==> config.mk <==
export PLATFORM = sky130hd
export DESIGN_NAME = stone_ram_arbiter
export DESIGN_NICKNAME = d
export VERILOG_FILES = /design/src/rtl/stone_ram_arbiter.sv
export SDC_FILE = /design/constraint.sdc
export NUM_CORES = 1
export LEC_CHECK = 0
export ABC_AREA = 1
export CORE_MARGIN = 5
export CORE_UTILIZATION = 43
export CTS_CLUSTER_SIZE = 40
export DETAILED_ROUTE_END_ITERATION = 8
export DONT_BUFFER_PORTS = 1
export GPL_ROUTABILITY_DRIVEN = 0
export SKIP_LAST_GASP = 1
export SYNTH_ARGS = -nofsm -noshare
export SYNTH_HDL_FRONTEND = slang
export SYNTH_SLANG_ARGS = --single-unit
==> constraint.sdc <==
create_clock -name clock -period 5.15 [get_ports clock]
set_clock_uncertainty 0.1 [all_clocks]
set_input_delay 0.7725 -clock clock [delete_from_list [all_inputs] [get_ports clock]]
set_output_delay 0.7725 -clock clock [all_outputs]
set_load 0.02 [all_outputs]
==> src/rtl/stone_ram_arbiter.sv <==
// Single-port stone RAM arbiter: loader (write), drawer (read) and rope (read/write)
// share one access per cycle, with an aging counter that keeps the rope from starving.
module stone_ram_arbiter #(
  parameter int ADDR_W   = 4,
  parameter int DATA_W   = 32,
  parameter int MAX_WAIT = 8
) (
  input  logic              clock,
  input  logic              reset,
  input  logic              load_req,
  input  logic [ADDR_W-1:0] load_addr,
  input  logic [DATA_W-1:0] load_wdata,
  output logic              load_gnt,
  input  logic              draw_req,
  input  logic [ADDR_W-1:0] draw_addr,
  output logic              draw_gnt,
  output logic              draw_rvalid,
  output logic [DATA_W-1:0] draw_rdata,
  input  logic              rope_req,
  input  logic              rope_we,
  input  logic [ADDR_W-1:0] rope_addr,
  input  logic [DATA_W-1:0] rope_wdata,
  output logic              rope_gnt,
  output logic              rope_rvalid,
  output logic [DATA_W-1:0] rope_rdata,
  output logic [ADDR_W-1:0] ram_address,
  output logic [DATA_W-1:0] ram_data,
  output logic              ram_wren,
  input  logic [DATA_W-1:0] ram_q
);

  localparam int WAIT_W = $clog2(MAX_WAIT + 1);
  localparam logic [WAIT_W-1:0] WAIT_MAX = WAIT_W'(MAX_WAIT);

  typedef enum logic {
    S_IDLE,
    S_ISSUE
  } state_t;

  typedef enum logic [1:0] {
    SRC_NONE,
    SRC_LOAD,
    SRC_DRAW,
    SRC_ROPE
  } src_t;

  state_t            state, state_nxt;
  src_t              issued, winner;
  logic [WAIT_W-1:0] wait_cnt, wait_cnt_nxt;
  logic              load_elig, draw_elig, rope_elig;
  logic [DATA_W-1:0] draw_rdata_hold, rope_rdata_hold;

  // A requester being granted this cycle is still dropping its req, so it sits out.
  assign load_elig = load_req && !load_gnt;
  assign draw_elig = draw_req && !draw_gnt;
  assign rope_elig = rope_req && !rope_gnt;

  assign load_gnt = (state == S_ISSUE) && (issued == SRC_LOAD);
  assign draw_gnt = (state == S_ISSUE) && (issued == SRC_DRAW);
  assign rope_gnt = (state == S_ISSUE) && (issued == SRC_ROPE);

  always_comb begin
    // NOTE: every output of this block gets a default first so no path leaves it unassigned (no latch).
    winner       = SRC_NONE;
    state_nxt    = S_IDLE;
    wait_cnt_nxt = wait_cnt;

    if (rope_elig && (wait_cnt == WAIT_MAX)) begin
      winner = SRC_ROPE;
    end else if (load_elig) begin
      winner = SRC_LOAD;
    end else if (draw_elig) begin
      winner = SRC_DRAW;
    end else if (rope_elig) begin
      winner = SRC_ROPE;
    end

    if (winner != SRC_NONE) begin
      state_nxt = S_ISSUE;
    end

    if (!rope_req || (winner == SRC_ROPE)) begin
      wait_cnt_nxt = '0;
    end else if (rope_elig && (wait_cnt != WAIT_MAX)) begin
      wait_cnt_nxt = wait_cnt + 1'b1;
    end
  end

  always_ff @(posedge clock) begin
    // NOTE: sequential state uses non-blocking assignments so every register samples pre-edge values.
    if (reset) begin
      state           <= S_IDLE;
      issued          <= SRC_NONE;
      wait_cnt        <= '0;
      ram_address     <= '0;
      ram_data        <= '0;
      ram_wren        <= 1'b0;
      draw_rvalid     <= 1'b0;
      rope_rvalid     <= 1'b0;
      draw_rdata_hold <= '0;
      rope_rdata_hold <= '0;
    end else begin
      state    <= state_nxt;
      issued   <= winner;
      wait_cnt <= wait_cnt_nxt;
      ram_wren <= 1'b0;

      unique case (winner)
        SRC_LOAD: begin
          ram_address <= load_addr;
          ram_data    <= load_wdata;
          ram_wren    <= 1'b1;
        end
        SRC_DRAW: begin
          ram_address <= draw_addr;
        end
        SRC_ROPE: begin
          ram_address <= rope_addr;
          if (rope_we) begin
            ram_data <= rope_wdata;
            ram_wren <= 1'b1;
          end
        end
        default: ;
      endcase

      // Read data arrives one cycle after the granted address; writes never return data.
      draw_rvalid <= draw_gnt;
      rope_rvalid <= rope_gnt && !ram_wren;

      if (draw_rvalid) draw_rdata_hold <= ram_q;
      if (rope_rvalid) rope_rdata_hold <= ram_q;
    end
  end

  // RAM output passes straight through while valid; the hold copy keeps it stable afterwards.
  assign draw_rdata = draw_rvalid ? ram_q : draw_rdata_hold;
  assign rope_rdata = rope_rvalid ? ram_q : rope_rdata_hold;

endmodule
# Word level (Yosys, flattened, before mapping)
# Index checks and enable logic that the tools add are counted.
[classes] add_sub_neg=1 eq_ne=9 mux=12 n_reduce_logical=20
[ops] operator="$mux 32" n=3
[ops] operator="$pmux 32 s2" n=1
[ops] operator="$pmux 4 s3" n=1
[ops] operator="$logic_and 1x1->1" n=9
[ops] operator="$eq 2x2->1 const B" n=4
[ops] operator="$mux 2" n=4
[ops] operator="$logic_not 1->1" n=5
[ops] operator="$add 4x1->4 const B" n=1
[ops] operator="$eq 2x1->1 const B" n=2
[ops] operator="$eq 4x4->1 const B" n=1
[ops] operator="$ne 4x4->1 const B" n=1
[ops] operator="$reduce_bool 2->1" n=2
[ops] operator="$reduce_bool 3->1" n=1
[ops] operator="$mux 1" n=2
[ops] operator="$ne 2x2->1 const B" n=1
[ops] operator="$pmux 1 s2" n=1
[ops] operator="$reduce_and 2->1" n=1
[ops] operator="$reduce_or 2->1" n=1
[ops] operator="$logic_or 1x1->1" n=1
[totals] ff_bits=110 inputBits=114 word_cells=52

# Longest topological paths before layout
# Gate-level depths: netlist of the first run.
[logic_depth] depth_word=11 mapped_depth=12

# Worst setup path after synthesis of the first run
# Ideal clock, no wire load.
[synth_path] path_kind="reg2out" from="register rope_rvalid" to="output port rope_rdata[31]" t_arrival_ns=1.181 required_ns=4.278 setup_slack_ns=3.097 stages_incl_launch_ff=5 path_buffers=2 path_cell_list="dfxtp_1 -> clkbuf_1 -> clkbuf_1 -> nand2_1 -> nand2_1"
[synth_via] elab_chain_cells=1
[synth_rtl] element="start: declaration" line="24" text="output logic rope_rvalid,"
[synth_rtl] element="start signal: assignment" line="129" text="rope_rvalid <= rope_gnt && !ram_wren;"
[synth_rtl] element="$mux 32"
[synth_rtl] element="end: declaration" line="25" text="output logic [DATA_W-1:0] rope_rdata,"
# Every way passes these cells.

# Worst setup path in the final report of the first run
[layout_path] from="register wait_cnt[0]" to="register ram_data[2]"
[layout_via] elab_chain_cells=6
[layout_rtl] element="start: declaration" line="49" text="logic [WAIT_W-1:0] wait_cnt, wait_cnt_nxt;"
[layout_rtl] element="start signal: assignment" line="105" text="wait_cnt <= wait_cnt_nxt;"
[layout_rtl] element="$eq 4x4->1 *" line="68" text="if (rope_elig && (wait_cnt == WAIT_MAX)) begin"
[layout_rtl] element="$logic_and 1x1->1 *" line="68"
[layout_rtl] element="$mux 2 *" line="68"
[layout_rtl] element="$eq 2x2->1 or $eq 2x1->1 (tied branches)" line="108" text="unique case (winner)"
[layout_rtl] element="$ne 2x2->1 (no line) or $reduce_bool 2->1 (tied branches)"
[layout_rtl] element="$reduce_and 2->1 (no line)"
[layout_rtl] element="end signal: assignment" line="111" text="ram_data <= load_wdata;"
[layout_rtl] element="end signal: assignment" line="120" text="ram_data <= rope_wdata;"
[layout_rtl] element="end: declaration" line="27" text="output logic [DATA_W-1:0] ram_data,"
# Every way passes the cells marked *; elsewhere a longest branch is shown, timed or not.
# A chain may end at the register's enable or synchronous reset.

==> impl_metrics.csv, run 1 <==
group,metric,value,unit
placement,portBuffers,0,
yosys,async_reset_ff_share,0,%
hold_path,hp-start,"rope_rdata_hold[25]",
hold_path,hold_path_class,"reg2reg",
cts,cts_tree,"built",
setup_path,timing.rr.start,"wait_cnt[0]",
cts,clk_path_buf_depth,2,
routing,dr.pass1.iters,4,
power,irDropWorstVdd,0.1771,mV
grt,grt_usage,18.28,%
power,power_frac_clock,37.4,%
setup_path,r2r_cells,10,
setup_path,cp-end-kind,"flop",
finish,areaGrowthSynthToFinish,6.188,%
routing,first_iter_violations,344,
hold_path,min_delay_path_depth,2,
setup_path,arrival,2990,ps
die,ios,220,
finish,final_common_cell,"nand2_1",
sta,finalSetupViolCount,0,
sta,finalCriticalPeriod,2819,ps
routing,via_per_inst,5.082,
yosys,yosysSeqAreaShare,44.46,%
yosys,synth.area.top_cells,"dfxtp_1, nand2_1, nand3_1",
sta,slew_viol_final,0,
yosys,syn-instance-count,759,
power,p_leak,2.587,nW
routing,drc,0,
yosys,netlist_area,4954,sq um
power,p_seq_share,52.0,%
yosys,synth-edff-count,0,
finish,fin_nets,845,
finish,finish.cell_count_without_fillers,877,
setup_path,required,5320,ps
power,power_frac_comb,10.6,%
hold_path,min_to,"rope_rdata_hold[25]",
die,die-area,13770,sq um
finish,final_cell_mix,"nand2_1, dfxtp_1, nor2_1",
grt,antenna_found_initial,0,
die,core_area,11370,sq um
cts,numCtsBuffers,9,
sta,slew_headroom,33.50,%
finish,layout-drive-gt1-share,3.542,%
grt,grt_max_degree,70,
flow_run,maxCapViolCount,0,
die,initial_core_util,43.57,%
status,status,"finished, final reports clean",
cts,post_cts_buffers,0,
yosys,ys.warnings.count,0,
sta,hold_viol,0,
routing,ant_nets,0,
cts,clk_latency,340,ps
yosys,syn_avg_cell_area,6.526,sq um
setup_path,start_kind,"flop",
die,fp.dieW,117.3,um
yosys,yosysTopAreaCellShare,44.46,%
cts,cts_max_level,3,
power,p_switching,0.4887,mW
die,fp.dieH,117.3,um
yosys,ys_ff_latch,110,
sta,min_period_over_period,54.73,%
cts,root_buffer,"clkbuf_16",
setup_path,criticalPathCategory,"reg2reg",
placement,dp_cells,861,
cts,cts.reportedPaths.clkPinSlew,70,ps
grt,gr-total-overflow,0,
sta,rsz0062_at_grt,"no",
routing,vias,4457,
cts,clock-sinks,110,
sta,tightest_slew,996.4,ps
placement,dp_hpwl,9.279,mm
routing,wirelength,12.91,mm
cts,ctsResizeCount,0,
grt,grt_pass1_vias,4158,
finish,fill_cells,1180,
yosys,yosys.area.top_type,"dfxtp_1",
grt,grt_pass1_wl,21.09,mm
power,power_density,347.7,nW/um^2
cts,postCtsHoldBufs,0,
finish,diodes,0,
setup_path,reg2reg_to,"ram_data[2]",
yosys,synth_cell_type_count,22,
die,rows,39,
power,p_sw_share,26.72,%
sta,fmax,354.8,MHz
setup_path,reg2reg_slack,2330,ps
routing,wire_per_inst,14.72,um
yosys,synth_nets,875,
power,p_int,1.340,mW
setup_path,critPathMaxFanout,34,
yosys,synthFlopType,"dfxtp_1",
sta,setup-tns-final,0,ps
-- sequential cells by signal, summed over array words and instances (netlist names) --
name,count
draw_rdata_hold,32
ram_address,4
ram_wren,1
draw_rvalid,1
rope_rvalid,1
ram_data,32
state,1
rope_rdata_hold,32
issued,2
wait_cnt,4
-- stage by stage --
stage	hold slack [ps]	util (%)	setup slack, ps	area [sq um]	total power, mW
2_1_floorplan	347.1	-	3097	4954	1.138
3_3_place_gp	349.4	43.68	2327	4966	1.162
3_5_place_dp	353.7	43.68	2221	4966	1.169
4_1_cts	364.5	46.26	2293	5260	1.855
5_1_grt	378.9	46.26	1915	5260	1.924
6_report	364.0	46.26	2331	5260	1.829
-- worst max-delay path by stage --
| stage | to | start | depth (start not counted) |
|---|---|---|---|
| floorplan | rope_rdata[31] | rope_rvalid | 4 |
| global placement | ram_data[28] | rope_req | 8 |
| detailed placement | ram_data[0] | rope_req | 8 |
| CTS | ram_data[14] | wait_cnt[0] | 10 |
| global route | ram_data[2] | wait_cnt[0] | 10 |
| finish | ram_data[2] | wait_cnt[0] | 10 |
-- critical path, stage by stage (launching register included) --
cell     delay, ps
dfxtp_1        340
inv_1           90
ha_1           140
nand2_1         70
nor2_2         130
nand3_2        200
nand3_2        540
inv_1          160
a31oi_4        750
nor2_1          80
nor2_1         130
-- cell type report --
| cell class | count | area [sq um] | share of cell area [%] |
|---|---|---|---|
| flip-flops and latches | 110 | 2202 | 41.86 |
| multi-input cells | 555 | 2375 | 45.15 |
| clock buffers | 13 | 250.2 | 4.757 |
| repair buffers | 3 | 22.52 | 0.4282 |
| well taps | 143 | 178.9 | 3.402 |
| clock inverters | 3 | 43.79 | 0.8325 |
| inverters | 50 | 187.7 | 3.568 |
-- metal layers --
metal / track usage [%] / wire (um) / part of all wire, % / up-vias
met5: 0 / 0 / 0 / -
met4: 6.672 / 273 / 2.1 / 0
met3: 7.603 / 1360 / 11 / 23
met2: 29.77 / 6111 / 47 / 179
met1: 21.48 / 5164 / 40 / 1951
li1: - / - / - / 2304
-- Yosys cell counts, types with 4 or more instances --
master,number
nand3_2,4
o21ai_0,5
nand2_1,306
nand4_1,4
a21oi_1,66
buf_1,6
nand3_1,75
buf_2,10
clkbuf_1,25
nor2_1,84
dfxtp_1,110
inv_1,50
-- cells by family (layout without fill, tap and decap cells) --
kind of cell / Yosys count / count (layout) / synth area share, %
DFF: 110 / 110 / 44.46
and+or+nand+nor: 480 / 480 / 39.66
AOI/OAI and AO/OA: 72 / 72 / 7.603
buffers and inverters: 94 / 69 / 7.603
xor gates and xnor gates: 1 / 1 / 0.1768
adders and majority gates: 2 / 2 / 0.5051
-- power by group through the flow --
stage                     Clock, mW  Combinational [mW]  Sequential (mW)
final                         0.684               0.195            0.951
after global routing          0.742               0.227            0.956
after CTS                     0.706               0.197            0.952
after detailed placement          0               0.197            0.972
after global placement            0               0.191            0.971
after floorplan                   0               0.177            0.961
Power figures use the tool's default switching activity.
==> run 2, diff against run 1 <==
==> constraint.sdc (replaced) <==
create_clock -name clock -period 2.65 [get_ports clock]
set_clock_uncertainty 0.1 [all_clocks]
set_input_delay 0.3975 -clock clock [delete_from_list [all_inputs] [get_ports clock]]
set_output_delay 0.3975 -clock clock [all_outputs]
set_load 0.02 [all_outputs]
==> run 2 against run 1 <==
- sequential power up 95%
- total power up 100%
- global-route usage down 0.30 points
- die area unchanged
- flip-flop and latch count unchanged
- first-iteration DRC count down 24%
- final area up 1.6%
- critical path depth unchanged
- via count down 0.49%
- count of clock-buffer cells in the layout down 3
- critical path type unchanged
- largest power group unchanged
==> impl_metrics.csv, run 2 (synthesis results as in run 1) <==
group,metric,value,unit
die,core_area,11370,sq um
sta,finalSetupViolCount,0,
routing,dr.pass1.iters,4,
routing,ant_nets,0,
setup_path,start_kind,"flop",
cts,clk_path_buf_depth,2,
finish,fin_nets,852,
power,p_int,2.701,mW
cts,post_cts_buffers,0,
power,power_frac_comb,10.5,%
grt,grt_pass1_wl,21.00,mm
sta,finalCriticalPeriod,2249,ps
routing,wirelength,12.71,mm
cts,root_buffer,"clkbuf_16",
die,rows,39,
grt,grt_usage,17.98,%
die,ios,220,
sta,slew_viol_final,0,
sta,fmax,444.6,MHz
die,die-area,13770,sq um
finish,multi_input_area,2375,sq um
finish,seq_area,2202,sq um
finish,areaGrowthSynthToFinish,7.855,%
die,fp.dieH,117.3,um
setup_path,arrival,2430,ps
power,irDropWorstVdd,0.2873,mV
power,p_sw_share,26.54,%
routing,via_per_inst,5.017,
power,power_frac_clock,39.3,%
cts,clock-sinks,110,
setup_path,criticalPathCategory,"reg2reg",
setup_path,required,2830,ps
sta,min_period_over_period,84.88,%
grt,gr-total-overflow,0,
routing,first_iter_violations,263,
power,p_switching,0.9760,mW
finish,finish.cell_count_without_fillers,884,
die,fp.dieW,117.3,um
status,status,"finished, final reports clean",
power,p_leak,2.630,nW
grt,antenna_found_initial,0,
die,initial_core_util,43.57,%
cts,postCtsHoldBufs,0,
setup_path,critPathMaxFanout,32,
hold_path,hold_path_class,"in2reg",
setup_path,cp-end-kind,"flop",
cts,cts.reportedPaths.clkPinSlew,70,ps
routing,vias,4435,
cts,numCtsBuffers,9,
routing,wire_per_inst,14.38,um
finish,layout-drive-gt1-share,4.858,%
placement,dp_cells,868,
power,p_seq_share,50.2,%
sta,rsz0062_at_grt,"no",
grt,grt_pass1_vias,4192,
cts,cts_max_level,3,
placement,portBuffers,0,
finish,fill_cells,1163,
routing,drc,0,
sta,slew_headroom,55.36,%
sta,hold_viol,0,
cts,cts_tree,"built",
placement,dp_hpwl,9.144,mm
flow_run,maxCapViolCount,0,
sta,setup-tns-final,0,ps
sta,tightest_slew,668.8,ps
cts,ctsResizeCount,0,
finish,diodes,0,
cts,clk_latency,340,ps
finish,final_cell_mix,"nand2_1, dfxtp_1, nor2_1",
power,power_density,688.2,nW/um^2
finish,reg.largest.list,"draw_rdata_hold x32, ram_data x32, rope_rdata_hold x32",
grt,grt_max_degree,70,
finish,final_common_cell,"nand2_1",
[run 2: changes by cell type in the layout (fill, tap and decap cells not counted), sizes merged]
cell      delta
clkbuf       -3
clkinvlp     +2
bufinv       +1
buf          +7
[run 2: power groups by stage]
stage | sequential, mW | clock (mW) | combinational [mW]
4_1_cts | 1.85 | 1.48 | 0.389
3_5_place_dp | 1.89 | 0 | 0.387
6_report | 1.85 | 1.45 | 0.384
3_3_place_gp | 1.89 | 0 | 0.378
5_1_grt | 1.86 | 1.56 | 0.450
2_1_floorplan | 1.87 | 0 | 0.343
[run 2: cell type report]
class | instances | area share (%)
Clock inverter | 6 | 1.593
Tap cell | 143 | 3.349
Multi-Input combinational cell | 555 | 44.45
Inverter | 50 | 3.513
Sequential cell | 110 | 41.22
Timing Repair Buffer | 10 | 1.405
Clock buffer | 10 | 4.473
[run 2: layer usage]
metal | up-vias | track usage (%) | wire length [um]
met5 | - | 0 | 0
met4 | 0 | 5.946 | 199
met3 | 16 | 7.218 | 1353
met2 | 164 | 30.30 | 5926
met1 | 1937 | 20.69 | 5228
li1 | 2318 | - | -
[run 2: stage by stage]
step	setup WS [ps]	total power, mW	hold slack, ps	utilization [%]	instance area, sq um
finish	400.8	3.677	23.21	46.99	5343
global route	151.7	3.867	3.364	46.99	5343
CTS	376.9	3.720	9.907	46.99	5343
detailed placement	396.6	2.275	353.6	44.14	5019
global placement	474.1	2.265	349.6	44.14	5019
floorplan	909.2	2.211	347.1	-	4954
[run 2: worst paths after layout]
kind                            start             endpoint  slack [ps]  cells past startpoint
setup / recovery          wait_cnt[0]          ram_data[9]         400                     10
hold / removal                  reset  draw_rdata_hold[22]          20                      1
setup reg to reg          wait_cnt[0]          ram_data[9]         400                     10
hold reg to reg   rope_rdata_hold[20]  rope_rdata_hold[20]         360                      2
[run 2: worst max-delay path, stage by stage, from the launching register on]
cell     delay, ps
dfxtp_1        340
inv_1           80
ha_1           140
nand2_1         70
nor2_2         120
nand3_2        200
nand2_2        190
nand3_2        530
nand3_1        250
nand2_1         70
nor2_1         100
